===== src/rtl/transaccion_cajero.sv =====
// Cashier transaction stage: balance load, type select, keyed amount,
// deposit/withdrawal execution with one-cycle result pulses.
module transaccion_cajero #(
  parameter int BAL_W   = 64,
  parameter int MONTO_W = 32,
  parameter int MAX_DIG = 9
) (
  input  logic               clk,
  input  logic               reset,
  input  logic               pin_ok,
  input  logic [BAL_W-1:0]   balance_in,
  input  logic               tipo_stb,
  input  logic               tipo_trans,
  input  logic               digito_stb,
  input  logic [3:0]         digito,
  input  logic               enter_stb,
  input  logic               cancelar,
  output logic [BAL_W-1:0]   balance_out,
  output logic               balance_actualizar,
  output logic               entregar_dinero,
  output logic               fondos_insuficientes,
  output logic [MONTO_W-1:0] monto,
  output logic               ocupado,
  output logic               fin
);

  localparam int CNT_W = $clog2(MAX_DIG + 1);

  localparam logic [2:0] IDLE     = 3'd0;
  localparam logic [2:0] SEL_TIPO = 3'd1;
  localparam logic [2:0] MONTO    = 3'd2;
  localparam logic [2:0] EJECUTAR = 3'd3;
  localparam logic [2:0] FIN      = 3'd4;

  logic [2:0]       state;
  logic [2:0]       state_next;
  logic             tipo_q;
  logic [CNT_W-1:0] n_dig;
  logic [BAL_W-1:0] monto_ext;
  logic [BAL_W:0]   suma;
  logic             dig_ok;

  assign monto_ext = BAL_W'(monto);
  assign suma      = {1'b0, balance_out} + {1'b0, monto_ext};
  assign dig_ok    = digito_stb && (digito <= 4'd9)
                  && (n_dig < CNT_W'(MAX_DIG));

  // Next-state selection; cancel wins in every interruptible state.
  always_comb begin
    state_next = state;
    case (state)
      IDLE: begin
        if (pin_ok) state_next = SEL_TIPO;
      end
      SEL_TIPO: begin
        if (cancelar)      state_next = IDLE;
        else if (tipo_stb) state_next = MONTO;
      end
      MONTO: begin
        if (cancelar)       state_next = IDLE;
        else if (enter_stb) state_next = EJECUTAR;
      end
      EJECUTAR: begin
        if (cancelar) state_next = IDLE;
        else          state_next = FIN;
      end
      FIN:     state_next = IDLE;
      default: state_next = IDLE;
    endcase
  end

  // State register and registered busy flag.
  always_ff @(posedge clk) begin
    if (!reset) begin
      state   <= IDLE;
      ocupado <= 1'b0;
    end else begin
      state   <= state_next;
      ocupado <= (state_next != IDLE);
    end
  end

  // Balance, amount entry and one-cycle result pulses.
  always_ff @(posedge clk) begin
    if (!reset) begin
      balance_out          <= '0;
      monto                <= '0;
      n_dig                <= '0;
      tipo_q               <= 1'b0;
      balance_actualizar   <= 1'b0;
      entregar_dinero      <= 1'b0;
      fondos_insuficientes <= 1'b0;
      fin                  <= 1'b0;
    end else begin
      balance_actualizar   <= 1'b0;
      entregar_dinero      <= 1'b0;
      fondos_insuficientes <= 1'b0;
      fin                  <= 1'b0;
      case (state)
        IDLE: begin
          if (pin_ok) begin
            balance_out <= balance_in;
            monto       <= '0;
            n_dig       <= '0;
          end
        end
        SEL_TIPO: begin
          if (!cancelar && tipo_stb) tipo_q <= tipo_trans;
        end
        MONTO: begin
          if (!cancelar && !enter_stb && dig_ok) begin
            monto <= monto * MONTO_W'(10) + MONTO_W'(digito);
            n_dig <= n_dig + CNT_W'(1);
          end
        end
        EJECUTAR: begin
          if (!cancelar) begin
            fin <= 1'b1;
            if (monto != '0) begin
              if (!tipo_q) begin
                balance_out <= suma[BAL_W] ? '1 : suma[BAL_W-1:0];
                balance_actualizar <= 1'b1;
              end else if (monto_ext <= balance_out) begin
                balance_out        <= balance_out - monto_ext;
                balance_actualizar <= 1'b1;
                entregar_dinero    <= 1'b1;
              end else begin
                fondos_insuficientes <= 1'b1;
              end
            end
          end
        end
        default: ;
      endcase
    end
  end

endmodule


===== config.mk =====
export PLATFORM = sky130hd
export DESIGN_NAME = transaccion_cajero
export DESIGN_NICKNAME = d
export VERILOG_FILES = /design/src/rtl/transaccion_cajero.sv
export SDC_FILE = /design/constraint.sdc
export NUM_CORES = 1
export LEC_CHECK = 0
export CAP_MARGIN = 5
export CORE_MARGIN = 10
export CORE_UTILIZATION = 45
export DETAILED_ROUTE_END_ITERATION = 12
export DONT_BUFFER_PORTS = 1
export SETUP_SLACK_MARGIN = 0.1
export SKIP_LAST_GASP = 1
export SLEW_MARGIN = 30
export SYNTH_ARGS = -nofsm -noshare
export SYNTH_HDL_FRONTEND = slang
export SYNTH_SLANG_ARGS = --single-unit
export TNS_END_PERCENT = 50

===== constraint.sdc =====
create_clock -name clk -period 7.6 [get_ports clk]
set_input_delay 1.52 -clock clk [delete_from_list [all_inputs] [get_ports clk]]
set_output_delay 1.52 -clock clk [all_outputs]
set_load 0.03 [all_outputs]

# After elaboration in Yosys (flattened, before gate mapping)
# Cells that the tools add are included.
[classes]
n_addsub = 4
multipliers = 1
order_cmp = 3
eq_ne = 8
muxes = 24
bitwise = 4
n_reduce_logical = 18
[ops]
columns = ["cell", "count"]
rows = [
  ["64-bit two-way mux", 6],
  ["64-bit case mux with 2 select lines", 1],
  ["64-bit by 32-bit adder with 65-bit output", 1],
  ["32-bit by 64-bit less-or-equal comparator with 1-bit output", 1],
  ["32-bit two-way mux", 2],
  ["32-bit case mux with 2 select lines", 1],
  ["64-bit by 32-bit subtractor with 64-bit output", 1],
  ["32-bit by 4-bit adder with 32-bit output", 1],
  ["32-bit by 3-bit multiplier with 31-bit output (second input constant)", 1],
  ["32-bit nonzero test", 1],
  ["3-bit two-way mux", 6],
  ["3-bit case mux with 4 select lines", 1],
  ["4-bit two-way mux", 2],
  ["2-bit != test (second input constant)", 4],
  ["4-bit case mux with 2 select lines", 1],
  ["3-bit by 2-bit == test with 1-bit output (second input constant)", 2],
  ["1-bit logical AND", 5],
  ["5-bit AND reduction", 1],
  ["5-bit OR reduction", 1],
  ["4-bit by 1-bit adder with 4-bit output (second input constant)", 1],
  ["4-bit less-or-equal comparator (second input constant)", 1],
  ["4-bit less-than comparator (second input constant)", 1],
  ["1-bit two-way mux", 4],
  ["1-bit NOT", 4],
  ["other kinds (9)", 12],
]
[word_totals]
ff_bits = 109
inputBits = 76
out_inout_bits = 101
word_cells = 72

# Depth between registers and ports, before layout
# Gate-level depths: netlist (run 1).
[logic_depth]
ltp_word = 6
depth_mapped = 16
ltp_nobuf = 13

# Worst setup path after synthesis (run 1)
# Ideal clock, no wire load.
[synth_path]
kind = "register to register"
startpoint = "register monto[1]"
endpoint = "register monto[28]"
setup_ns = 0.122
arrival_time_ns = 4.208
t_required_ns = 7.478
setup_slack_ns = 3.270
stages_incl_launch_ff = 14
n_path_buf = 0
synth_period_minus_slack_ns = 4.330
path_cell_list = "dfxtp_1 ha_1 ha_1 fa_1 a211oi_1 o21ai_2 o211a_1 or2_2 xor2_1 nand4_2 or4_4 or4_1 xnor2_1 o21ai_1"
[synth_via]
elab_chain_len = 4
[synth_lines]
columns = ["item", "line", "rtl"]
rows = [
  ["start, declared", "22", "output logic [MONTO_W-1:0] monto,"],
  ["start signal, assigned", "112", "monto <= monto * MONTO_W'(10) + MONTO_W'(digito);"],
  ["32-bit by 3-bit multiplier with 31-bit output", "112", ""],
  ["32-bit by 4-bit adder with 32-bit output", "112", ""],
  ["32-bit two-way mux", "111", "if (!cancelar && !enter_stb && dig_ok) begin"],
  ["32-bit case mux with 2 select lines", "99", "case (state)"],
]
# No other way between the ends. The select of a mux whose other input is x is not followed.
# A chain may end at the register's enable or synchronous reset.

# Worst setup path in the final report (run 1)
[layout_path]
startpoint = "register monto[13]"
endpoint = "register balance_out[42]"
[layout_via]
elab_chain_len = 6
elab_cells_between_ends = 13
cone_classes = "add/sub: 2; order compare: 1; eq/ne: 2; mux: 6; reduce/logical: 2"
[layout_lines]
columns = ["item", "line", "rtl"]
rows = [
  ["64-bit by 32-bit adder with 65-bit output / 64-bit by 32-bit subtractor with 64-bit output (equally long branches)", "44, 124", ""],
  ["64-bit two-way mux, on equally long branches", "121, 123", ""],
  ["64-bit two-way mux", "120", "if (!tipo_q) begin"],
  ["64-bit two-way mux", "119", "if (monto != '0) begin"],
  ["64-bit two-way mux", "117", "if (!cancelar) begin"],
  ["64-bit case mux with 2 select lines", "99", ""],
  ["end signal, assigned", "102", "balance_out <= balance_in;"],
  ["end signal, assigned", "121", "balance_out <= suma[BAL_W] ? '1 : suma[BAL_W-1:0];"],
  ["end signal, assigned", "124", "balance_out <= balance_out - monto_ext;"],
  ["end, declared", "18", "output logic [BAL_W-1:0] balance_out,"],
]
# Parallel ways exist; a longest one is shown, timed or not. The select of a mux whose other input is x is not followed.

==> results.md, run 1 <==
* Final std cells w/o fill at 1950
* Post-Synth Simple-Gate Area at 24.7%
* Cells after Synth at 1685
* Status: complete, no violations
* Post-synthesis cell type count at 94
* WL/cell at 23.0 um
* Max Slew Vio Count at 0
* Synthesis-to-finish area growth at 3.15%
* Worst Setup Start Kind: flip-flop
* Reg clk slew, reported paths at 80 ps
* Routability congestion estimate from global placement at 0.965
* Worst setup EP type: flip-flop
* Num CTS Buffers at 9
* Syn Nets at 1889
* Via density per instance at 6.51
* FF+latch count, synth at 109
* # IOs at 177
* Clock Sinks at 109
* Hold_buf cts at 0
* Worst EP required at 7870 ps
* Max VDD drop at 0.103 mV
* All-Layer GR Usage at 25.3%
* Most frequent cells in the layout: a21oi_1 (169), nand2_1 (151), nor2_1 (140)
* Drt drc at 0
* Leakage Power at 5.01 nW
* Final hold violations at 0
* Unrepaired setup endpoints after global routing: no
* HPWL after DPL at 34200 um
* Mux contribution to synthesized area at 1.24%
* Pre-antenna DRT Iters at 5
* H-tree Lvls at 3
* Commonest non-fill, non-tap cell in the layout: a21oi_1
* Wire length of the first global-routing pass at 69800 um
* Synth warnings at 0
* Sw frac at 38.4%
* CP arrival at 5280 ps
* Number of antenna-violating nets in the routed design at 0
* Critical path class: reg -> reg
* Power Total at 1.61 mW
* Post CTS Setup Buffer Count at 0
* Post_cts resized at 0
* Largest family of logic cells by synthesized area: compound AO/OA/AOI/OAI gates
* Avg Inst Size Synth at 7.26 um2
* Hold Path Class: reg -> reg
* Vias in the first global route at 12106
* Clk_lat worst skew at 370 ps
* Power per Cell Area at 128 mW/mm2
* IO buf count at 0
* Initial DRC count at 1266
* Worst r2r src: monto[13]$_SDFFE_PN0P_
* Crit path from: monto[13]$_SDFFE_PN0P_
* Place WS at 2670 ps
* Total die area at 0.0342 mm2
* Antenna violations before repair at 3
* Most used DFF post-synth: dfxtp_1
* Setup tns final at 0 ps
* Worst slew pin tran at 878 ps
* Final Critical Period at 5010 ps
* Total Wirelength at 44800 um
* Die X at 185 um
* Largest net degree at the start of global routing at 67
* Slew HR at 40.7%
* Flop pwr share at 44.1%
* Synth Area in XOR/XNOR at 6.05%
* Hold Startpoint: n_dig[3]$_SDFFE_PN0P_
* Clock power share at 32.1%
* Placed Instances at 1930
* Number of synthesized flops with an enable pin at 0
* Syn Std Cell Area at 0.0122 mm2
* Final Skew at 14.6 ps
* DR vias at 12690
* Max-cap violations at 0
* Initial Utilization at 45.5%
* Share of layout cells above drive strength 1 at 4.61%
* Final worst slack at 2590 ps
* Clock root buffer master: clkbuf_16
* Internal at 995 uW
* CP Max Fanout at 38
* Cell row count at 60
* Sequential area share after synthesis at 17.8%
* Post-layout util at 47.0%
* Die height at 185 um
* Synth Area in Adders at 13.3%
* Share of synthesized registers carrying an async set or reset at 0%
* NumNets Final at 1804
* Final setup fails at 0
* TritonCTS clock tree: yes
* Final worst-path cycle share at 65.9%
* Sw power at 619 uW
* Highest clock rate at 0.200 GHz
* Remaining global-route overflow at 0
* Gate power share at 23.8%
* Core Box Area at 0.0269 mm2
* Clock Path Buffers at 2
* Post-synthesis compound-gate area fraction at 30.6%
kinds of logic after synthesis:
group                      count (synthesis)
and+or+nand+nor                          606
AOI/OAI and AO/OA                        557
buffers and inverters                    188
adders and majority gates                128
DFF                                      109
xor gates and xnor gates                  82
muxes                                     15
path summary, 6_finish.rpt:
kind | endpoint | slack [ps] | depth (start not counted)
worst max register to register | balance_out[42]$_SDFFE_PN0P_ | 2590 | 12
worst min-delay path | n_dig[3]$_SDFFE_PN0P_ | 500 | 2
worst max-delay path | balance_out[42]$_SDFFE_PN0P_ | 2590 | 12
worst min register to register | n_dig[3]$_SDFFE_PN0P_ | 500 | 2
flip-flops by register name, indices dropped and copies added, names as in the netlist:
| signal | flops |
|---|---|
| balance_actualizar | 1 |
| balance_out | 64 |
| entregar_dinero | 1 |
| fin | 1 |
| fondos_insuficientes | 1 |
| monto | 32 |
| n_dig | 4 |
| ocupado | 1 |
| state | 3 |
| tipo_q | 1 |
critical path, cell delays in order, from the launching register on:
cell	delay [ps]
dfxtp_1	720
inv_1	100
ha_1	630
nand2_1	120
nor4_1	460
a32oi_1	320
o21a_1	280
o21ai_1	410
o41a_2	810
buf_4	450
o221ai_1	170
a31o_1	210
a221oi_1	220
final cells by class:
| class | instances | area (um2) |
|---|---|---|
| multi-input combinational | 1388 | 9320 |
| tap | 341 | 427 |
| inverter | 83 | 312 |
| antenna | 4 | 10.0 |
| timing repair buffer | 9 | 67.6 |
| fill | 2774 | 14300 |
| clock inverter | 6 | 76.3 |
| sequential | 109 | 2180 |
| clock buffer | 10 | 229 |
cells in the mapped netlist (all sizes together) (14+ instances only):
| library cell | count | area [um2] |
|---|---|---|
| nor4 | 43 | 290 |
| inv | 82 | 308 |
| and3 | 27 | 169 |
| nand4 | 29 | 188 |
| o21ai | 106 | 538 |
| o21a | 15 | 113 |
| or3 | 17 | 106 |
| o31ai | 19 | 148 |
| mux2i | 14 | 140 |
| dfxtp | 109 | 2180 |
| o211ai | 22 | 170 |
| a21oi | 169 | 846 |
| xor2 | 31 | 279 |
| nand3 | 65 | 330 |
| nand2 | 151 | 567 |
| nor3 | 54 | 270 |
| nor2b | 15 | 93.8 |
| a211oi | 26 | 218 |
| buf | 45 | 238 |
| a31oi | 25 | 156 |
| a21o | 21 | 158 |
| o21bai | 18 | 135 |
| clkbuf | 60 | 225 |
| ha | 124 | 1550 |
| o221ai | 28 | 245 |
| xnor2 | 51 | 462 |
| nor2 | 142 | 533 |
per-stage QoR:
stage | hold slack (ps) | cell area [um2]
after floorplan | 434 | 12200
after global placement | 467 | 12300
after detailed placement | 478 | 12300
after CTS | 497 | 12600
after global routing | 558 | 12600
final | 504 | 12600
power groups by stage:
stage                     clock network, mW  logic [mW]  registers [mW]
after floorplan                           0       0.293           0.695
after global placement                    0       0.373           0.725
after detailed placement                  0       0.374           0.726
after CTS                             0.522       0.377           0.712
after global routing                  0.545       0.422           0.720
final                                 0.518       0.385           0.712
per-layer routing:
layer	track usage (%)	share of wire [%]	wire length, um	up-vias
met1	32.2	42	19000	6040
li1	-	-	-	6132
met4	6.79	2.1	952	0
met3	5.09	8.4	3760	57
met5	0	0	0	-
met2	42.6	47	21000	461
Power figures use the tool's default switching activity.
==> inputs of run 2 (changes only) <==
Clock period 7.6 ns to 4.8 ns, I/O delays scaled along.
==> run 2 against run 1 <==
  * Critical path depth is 1 lower
  * Final cell count rose by 2.6%
  * Worst hold slack got worse by 6.1 ps
  * Flip-flop and latch count did not move
  * Largest cell class unchanged
  * Largest power group unchanged
==> results.md, run 2 (same netlist as run 1, synthesis figures left out) <==
* DR vias at 12927
* Routability congestion estimate from global placement at 0.975
* Via density per instance at 6.46
* Worst setup EP type: flip-flop
* Final Critical Period at 4450 ps
* Drt drc at 0
* Reg2Reg Setup Slack at 350 ps
* Hold Path Class: reg -> reg
* Max FFs per register at 64
* Final setup fails at 0
* NumNets Final at 1857
* Die height at 185 um
* TritonCTS clock tree: yes
* Max VDD drop at 0.174 mV
* Clock root buffer master: clkbuf_16
* IO buf count at 0
* Setup tns final at 0 ps
* Core Box Area at 0.0269 mm2
* Clock Path Buffers at 2
* Cell row count at 60
* WL/cell at 22.3 um
* Final hold violations at 0
* Highest clock rate at 0.225 GHz
* Largest regs: balance_out (64), monto (32), n_dig (4)
* Number of antenna-violating nets in the routed design at 0
* All-Layer GR Usage at 25.3%
* CP arrival at 4720 ps
* H-tree Lvls at 3
* Wire length of the first global-routing pass at 69500 um
* Synthesis-to-finish area growth at 6.46%
* Slew HR at 42.1%
* Initial Utilization at 45.5%
* Vias in the first global route at 12373
* Total Wirelength at 44600 um
* Hold_buf cts at 0
* Max Slew Vio Count at 0
* Max-cap violations at 0
* Die X at 185 um
* Share of layout cells above drive strength 1 at 7.72%
* Clk_lat worst skew at 380 ps
* Power Total at 2.57 mW
* Power per Cell Area at 198 mW/mm2
* Pre-antenna DRT Iters at 8
* Worst EP required at 5070 ps
* Worst Setup Start Kind: flip-flop
* Unrepaired setup endpoints after global routing: yes
* Leakage Power at 5.28 nW
* Antenna violations before repair at 4
* Status: complete, no violations
* Clock Sinks at 109
* Final worst-path cycle share at 92.6%
* Total die area at 0.0342 mm2
* Most flop-heavy register: balance_out
* HPWL after DPL at 34700 um
* # IOs at 177
* Num CTS Buffers at 9
* Critical path class: reg -> reg
* Most frequent cells in the layout: a21oi_1 (169), nand2_1 (151), nor2_1 (140)
* Final Skew at 14.7 ps
* Initial DRC count at 1490
* Largest net degree at the start of global routing at 67
* CP Max Fanout at 14
* Remaining global-route overflow at 0
* Commonest non-fill, non-tap cell in the layout: a21oi_1
* Fill cells at 2764
* Worst slew pin tran at 866 ps
* Reg clk slew, reported paths at 90 ps
-- run 2: metal layers --
layer	global-route usage, %	vias to the layer above	routed length [um]
met1	31.5	6083	18700
li1	-	6239	-
met3	5.31	83	3870
met2	42.1	518	20800
met4	9.14	4	1220
met5	0	-	34
-- run 2: what timing repair did --
item,in CTS,in global routing
hold endpoints to repair,0,0
gates resized for setup,0,1
setup endpoints to repair,0,3
setup buffers,0,0
-- run 2: critical path, cell delays in order, from the launching register on --
cell and delay (ps):
dfxtp_1 690, inv_1 100, ha_1 480, or4_1 590, a2111oi_2 520, o311ai_2 220
a21oi_1 360, o21a_1 340, nand2b_1 280, o32ai_1 260, mux2i_1 230, nor4b_1 260
-- run 2: power breakdown --
part           internal (mW)  total [mW]  leakage, nW  switching (mW)
registers              0.948        1.11        0.892           0.166
logic                  0.229       0.641         4.24           0.412
clock network          0.415       0.819        0.152           0.405
-- run 2: final cells by class --
cell class | count | area [um2] | area share, %
Inverter | 83 | 312 | 2.39
Clock buffer | 9 | 225 | 1.73
Clock inverter | 7 | 81.3 | 0.624
Multi-Input combinational cell | 1388 | 9310 | 71.5
Sequential cell | 109 | 2180 | 16.8
Tap cell | 341 | 427 | 3.28
Antenna cell | 2 | 5.00 | 0.0384
Timing Repair Buffer | 62 | 485 | 3.73
-- run 2: worst paths after layout --
check                                           start                           end  cells past startpoint
worst min-delay path            n_dig[3]$_SDFFE_PN0P_         n_dig[3]$_SDFFE_PN0P_                      2
worst max-delay path            monto[8]$_SDFFE_PN0P_  balance_out[59]$_SDFFE_PN0P_                     11
worst min register to register  n_dig[3]$_SDFFE_PN0P_         n_dig[3]$_SDFFE_PN0P_                      2
worst max register to register  monto[8]$_SDFFE_PN0P_  balance_out[59]$_SDFFE_PN0P_                     11
-- run 2: per-stage QoR --
stage	cells	worst slack (ps)	instance area [um2]	utilization, %	hold WS (ps)
floorplan	1685	470	12200	-	434
global placement	1982	482	12700	47.2	452
detailed placement	1982	413	12700	47.3	489
CTS	1998	398	13000	48.4	508
global route	1999	65.7	13000	48.5	556
finish	2001	354	13000	48.5	498
